==> src/rtl/tdsp_pkg.sv <==
// tdsp_pkg: shared tdsp bus-machine states, default parameters and strobe rule
package tdsp_pkg;
  typedef enum logic [2:0] {S_IDLE, S_REQ, S_ADDR, S_ACC, S_HOLD, S_DONE} state_t;
  localparam int DEF_DW = 16;
  localparam int DEF_AW = 8;
  localparam int DEF_NCH = 3;
  localparam int DEF_WAIT = 0;
  function automatic int idx_w(input int n);
    return n > 1 ? $clog2(n) : 1;
  endfunction
  function automatic logic strobe_ok(input logic a, input logic r, input logic w, input logic h);
    return (int'(a) + int'(r) + int'(w) + int'(h)) <= 1;
  endfunction
endpackage

==> src/rtl/tdsp_rr_pick.sv <==
// tdsp_rr_pick: round-robin winner search starting at rr_ptr, upward with wrap
module tdsp_rr_pick
  import tdsp_pkg::*;
#(
  parameter int NCH = DEF_NCH,
  parameter int IW = idx_w(NCH)
) (
  input  logic [NCH-1:0] pending,
  input  logic [IW-1:0]  rr_ptr,
  output logic [NCH-1:0] winner,
  output logic [IW-1:0]  idx
);
  always_comb begin
    winner = '0;
    idx = '0;
    for (int k = 0; k < NCH; k++) begin
      if (winner == '0 && pending[(int'(rr_ptr) + k) % NCH]) begin
        winner = NCH'(1) << ((int'(rr_ptr) + k) % NCH);
        idx = IW'((int'(rr_ptr) + k) % NCH);
      end
    end
  end
endmodule

==> src/rtl/tdsp_mbus_mach.sv <==
// tdsp_mbus_mach: shared multi-channel bus machine with round-robin channel arbitration
module tdsp_mbus_mach
  import tdsp_pkg::*;
#(
  parameter int DW = DEF_DW,
  parameter int AW = DEF_AW,
  parameter int NCH = DEF_NCH,
  parameter int WAIT = DEF_WAIT
) (
  input  logic              clk,
  input  logic              reset,
  input  logic              sync,
  input  logic [NCH-1:0]    ch_go,
  input  logic [NCH-1:0]    ch_read,
  input  logic [NCH*AW-1:0] ch_addr,
  input  logic [NCH*DW-1:0] ch_wdata,
  output logic [NCH-1:0]    ch_done,
  output logic [DW-1:0]     rdata,
  output logic              bus_request,
  input  logic              bus_grant,
  output logic              as,
  output logic              read,
  output logic              write,
  output logic              write_h,
  output logic [AW-1:0]     address,
  output logic [DW-1:0]     pad_data_out,
  input  logic [DW-1:0]     pad_data_in
);
  localparam int IW = idx_w(NCH);
  state_t state, state_n;
  logic [NCH-1:0] pending, load, s_rd, pick_oh;
  logic [AW-1:0] s_addr [NCH];
  logic [DW-1:0] s_wdata [NCH];
  logic [IW-1:0] rr_ptr, win, pick_idx;
  logic [2:0] cnt;
  logic last, win_rd, busy;
  tdsp_rr_pick #(.NCH(NCH)) u_pick (.pending(pending), .rr_ptr(rr_ptr), .winner(pick_oh), .idx(pick_idx));
  // a go during the done pulse re-arms the slot; otherwise a pending slot is frozen
  assign load = ch_go & (~pending | ch_done);
  always_comb begin
    last = cnt == 3'(WAIT);
    win_rd = s_rd[win];
    busy = state inside {S_ADDR, S_ACC, S_HOLD};
    state_n = state == S_IDLE ? (sync && |pick_oh ? S_REQ : S_IDLE)
            : state == S_REQ  ? (bus_grant ? S_ADDR : S_REQ)
            : state == S_ADDR ? S_ACC
            : state == S_ACC  ? (!last ? S_ACC : win_rd ? S_DONE : S_HOLD)
            : state == S_HOLD ? S_DONE : S_IDLE;
    bus_request = busy || state == S_REQ;
    as = state == S_ADDR;
    read = state == S_ACC && win_rd;
    write = state == S_ACC && !win_rd;
    write_h = state == S_HOLD;
    address = busy ? s_addr[win] : '0;
    pad_data_out = busy && !win_rd ? s_wdata[win] : '0;
    ch_done = state == S_DONE ? NCH'(1) << win : '0;
  end
  always_ff @(posedge clk) begin
    if (reset) begin
      state <= S_IDLE;
      pending <= '0;
      rr_ptr <= '0;
      win <= '0;
      cnt <= '0;
      rdata <= '0;
    end else begin
      state <= state_n;
      cnt <= state == S_ACC && !last ? cnt + 3'd1 : '0;
      pending <= load | (pending & ~ch_done);
      if (state == S_IDLE && sync && |pick_oh) win <= pick_idx;
      if (state == S_ACC && last && win_rd) rdata <= pad_data_in;
      if (state == S_DONE) rr_ptr <= win == IW'(NCH - 1) ? '0 : win + 1'b1;
    end
  end
  for (genvar i = 0; i < NCH; i++) begin : g_slot
    always_ff @(posedge clk) begin
      if (load[i]) begin
        s_rd[i] <= ch_read[i];
        s_addr[i] <= ch_addr[i*AW +: AW];
        s_wdata[i] <= ch_wdata[i*DW +: DW];
      end
    end
  end
  always_ff @(posedge clk) if (!reset) assert (strobe_ok(as, read, write, write_h));
endmodule

==> config.mk <==
export PLATFORM = sky130hd
export DESIGN_NAME = tdsp_mbus_mach
export DESIGN_NICKNAME = d
export VERILOG_FILES = /design/src/rtl/tdsp_pkg.sv /design/src/rtl/tdsp_rr_pick.sv /design/src/rtl/tdsp_mbus_mach.sv
export SDC_FILE = /design/constraint.sdc
export NUM_CORES = 1
export LEC_CHECK = 0
export CORE_MARGIN = 4
export CORE_UTILIZATION = 49
export DETAILED_ROUTE_END_ITERATION = 7
export PLACE_DENSITY = 0.92
export SYNTH_ARGS = -nofsm -noshare
export SYNTH_HDL_FRONTEND = slang
export SYNTH_SLANG_ARGS = --single-unit
==> constraint.sdc <==
create_clock -name clk -period 7.11 [get_ports clk]
set_clock_uncertainty 0.1 [all_clocks]
set_input_delay 1.422 -clock clk [delete_from_list [all_inputs] [get_ports clk]]
set_output_delay 1.422 -clock clk [all_outputs]
set_load 0.01 [all_outputs]
==> results.md <==
- After synthesis, the netlist uses 43 different library cells.
- The die covers 10500 um2.
- The first-pass GRT wire length is 16200 um.
- Dividing the synthesized area by the synthesized cell count gives 12.4 um2.
- The transition at the pin with the smallest max-transition slack is 1180 ps.
- The final weighted congestion in routability-driven placement is 0.773.
- Adding up every negative setup slack in the final design gives 0 ps.
- The adder and majority gate portion of the synthesized area is 0.0172.
- Compared with the post-synthesis result, the final layout area differs by 40.1%.
- For this configuration, the core starts out at a cell density of 0.501.
- The ratio of final minimum period to clock period is 0.605.
- The top layer used by detailed routing is met4.
- The peak supply drop is 128 uV.
- The share of the synthesized area in compound gates (AO/OA/AOI/OAI) came to 0.0847.
- Leaving out fill and tap cells, the most frequent cell in the layout is sky130_fd_sc_hd__clkdlybuf4s50_1.
- The first TritonRoute pass finished after 4 iterations.
- The number of setup violations in the final report is 0.
- The worst setup path is launched from a flip-flop.
- The number of max-capacitance violations reported is 0.
- The cts-stage hold buffer count is 0.
- The antenna diode count is 0.
- The via count of the first global-routing pass is 3244.
- The first routing iteration left 120 violations.
- After detailed routing, the number of vias per cell comes to 5.17.
- The initial antenna violation count came to 0.
- After synthesis, the largest family of logic cells by area is simple AND/OR/NAND/NOR gates.
- For this run, the total global-route usage over all layers was measured as 0.204.
- The min-delay analysis places its worst path in the category reg -> reg.
- Synthesis produced a netlist whose cell count is 353.
- The upper clock frequency limit is 0.232 GHz.
- The classification of the worst setup path is reg -> out.
- The floorplan row count is 34.
- The net total in the final layout is 600.
- Port buffering added 145 buffers.
- The H-tree was split into 3 levels.
- For this block, wires on met1 add up to 3940 um.
- The area share of the largest cell type after synthesis is 0.515.
- The detailed router placed 3151 vias in this run.
- Setup repair after global routing left no endpoint under its margin.
- Of the synthesized area, sequential elements account for 0.657.
- The static leakage is 2.28 nW.
- Counting along the longest clock path gives a buffer depth of 2.
- The library cell occupying the most area in the post-synthesis netlist is sky130_fd_sc_hd__edfxtp_1.
- The clock edge transition at the registers on the reported setup and hold paths is 90 ps.
- The arrival time reported for the critical path endpoint is 2780 ps.
- The share of async-settable or async-resettable flops after synthesis is 0.
- The top cell types in the final layout, fill and taps aside, are sky130_fd_sc_hd__clkdlybuf4s50_1, sky130_fd_sc_hd__edfxtp_1, sky130_fd_sc_hd__nor2_1.
- The max-slew headroom at the worst pin is 0.211.
- Of the total synthesized cell area, the portion taken by XOR and XNOR cells is 0.00401.
- The share of synthesized cell area in and, or, nand and nor gates is 0.105.
- The fraction of layout instances using a drive strength above 1 is 0.0599.
- The count of final hold-check violations is 0.
- In this run, CTS created clock tree buffers numbering 9.
- Buffers added to address setup during post-CTS repair amount to 0.
- At the worst endpoint, the required time is 5590 ps.
- The number of top-level pins is 146.
- The buffer cell driving the clock tree root is sky130_fd_sc_hd__clkbuf_8.
- By area the synthesized netlist is led by sky130_fd_sc_hd__edfxtp_1, sky130_fd_sc_hd__dfxtp_1, sky130_fd_sc_hd__mux2i_1.
- The number of nets produced by synthesis is 457.
- In the detailed route, the total length drawn on met3 is 1140 um.
- Measured along the x axis, the die boundary spans 102 um.
- The placement-stage cell area is 5910 um2.
- The clock period minus final worst setup slack is 4300 ps.
- The synthesized design contains 106 register bits.
- The filler cells instantiated in the layout total 608.
- The final-layout worst hold slack is 364 ps.
- TritonCTS built the clock tree.
- The power density over cell area is 209 nW/um2.
- The wire length reported by the detailed router is 10600 um.
- The remaining number of nets flagged by the antenna check after routing is 0.
- The placed wire-length estimate after detailed placement is 7860 um.
- The count of instances resized after the clock tree is built is 0.
- The finished cells cover 6120 um2.
- The post-detailed-route DRC marker count is 0.
- The total core area is 8720 um2.
- After detailed routing, the average wire length per cell comes to 17.3 um.
- The total global routing overflow is 0.
- The total length of routed met2 wires is 5330 um.
- The vertical die dimension is 102 um.
- The run finished with clean final reports.
- The top fanout value on the critical path is 16.
- The clock sink total is 106.
- The netlist area before placement is 4370 um2.
- The number of max-slew violations in the final report came to 0.
- The count of warnings emitted by yosys is 0.
- The predominant post-synthesis flop cell is sky130_fd_sc_hd__edfxtp_1.
- The endpoint class of the critical path is a primary output.
- After synthesis, the share of cell area in mux cells is 0.0988.
- The insertion delay to the later sink of the worst-skew pair is 360 ps.
- Entering global routing, the biggest net connects 29 pins.
- The synthesized design contains 75 enable-type register cells.
==> final cells by class <==
| cell class | instances | area [um2] | area share |
|---|---|---|---|
| well taps | 108 | 135 | 0.0221 |
| flip-flops and latches | 106 | 2870 | 0.469 |
| clock buffers | 10 | 138 | 0.0225 |
| clock inverters | 6 | 71.3 | 0.0116 |
| multi-input cells | 214 | 1360 | 0.222 |
| repair buffers | 150 | 1490 | 0.243 |
| inverters | 15 | 56.3 | 0.00920 |
==> sequential cells by signal (all words and copies together), names as in the netlist, named ones only <==
| signal | count |
|---|---|
| s_wdata | 48 |
| s_addr | 24 |
| rdata | 16 |
| cnt | 3 |
| pending | 3 |
| s_rd | 3 |
| state | 3 |
| rr_ptr | 2 |
| win | 2 |
==> cells in the mapped netlist (5+ instances only) <==
master                     number
sky130_fd_sc_hd__buf_2          5
sky130_fd_sc_hd__clkbuf_1      10
sky130_fd_sc_hd__nor2b_1        6
sky130_fd_sc_hd__edfxtp_1      75
sky130_fd_sc_hd__nor3_1         6
sky130_fd_sc_hd__dfxtp_1       31
sky130_fd_sc_hd__nor2_1        74
sky130_fd_sc_hd__a21oi_1       35
sky130_fd_sc_hd__mux2i_1       42
sky130_fd_sc_hd__ha_1           6
sky130_fd_sc_hd__inv_1         14
sky130_fd_sc_hd__nand2_1        8
==> cells by family after synthesis <==
logic type / after synthesis
AOI/OAI and AO/OA: 57
xor gates and xnor gates: 2
adders and majority gates: 6
buffers and inverters: 33
DFF: 106
muxes: 43
and+or+nand+nor: 106
==> layer usage <==
metal / track usage / up-vias
met1: 0.229 / 1464
met5: 0 / -
met3: 0.0887 / 12
met2: 0.360 / 137
li1: - / 1538
met4: 0.0434 / 0
==> worst max-delay path, stage by stage (launching register included) <==
cell,delay [ps]
sky130_fd_sc_hd__dfxtp_1,460
sky130_fd_sc_hd__nor2_1,150
sky130_fd_sc_hd__nand2_1,130
sky130_fd_sc_hd__inv_1,80
sky130_fd_sc_hd__o21ai_1,900
sky130_fd_sc_hd__nor2_1,150
sky130_fd_sc_hd__clkdlybuf4s50_1,550
==> report_power, final <==
group	internal, W	switching, W
Sequential	0.000695	0.0000221
Clock	0.000177	0.000205
Combinational	0.000101	0.0000793
Total	0.000973	0.000307
==> worst paths after layout <==
path	slack, ps	startpoint	end	cells after the start
max	2810	state[0]$_SDFF_PP0_	pad_data_out[11]	6
min	360	cnt[0]$_SDFF_PP0_	cnt[0]$_SDFF_PP0_	1
max reg2reg	4760	rr_ptr[0]$_SDFFE_PP0P_	flip-flop	8
min reg2reg	360	cnt[0]$_SDFF_PP0_	cnt[0]$_SDFF_PP0_	1
==> through the flow <==
step           utilization  worst slack, ps  power [W]  instances
6_report             0.702             2810    0.00128        609
3_3_place_gp         0.678             3300   0.000905        593
5_1_grt              0.702             2580    0.00134        609
3_5_place_dp         0.678             3180   0.000913        593
2_1_floorplan            -             3260   0.000815        353
4_1_cts              0.702             2780    0.00129        609
Power figures use the tool's default switching activity.
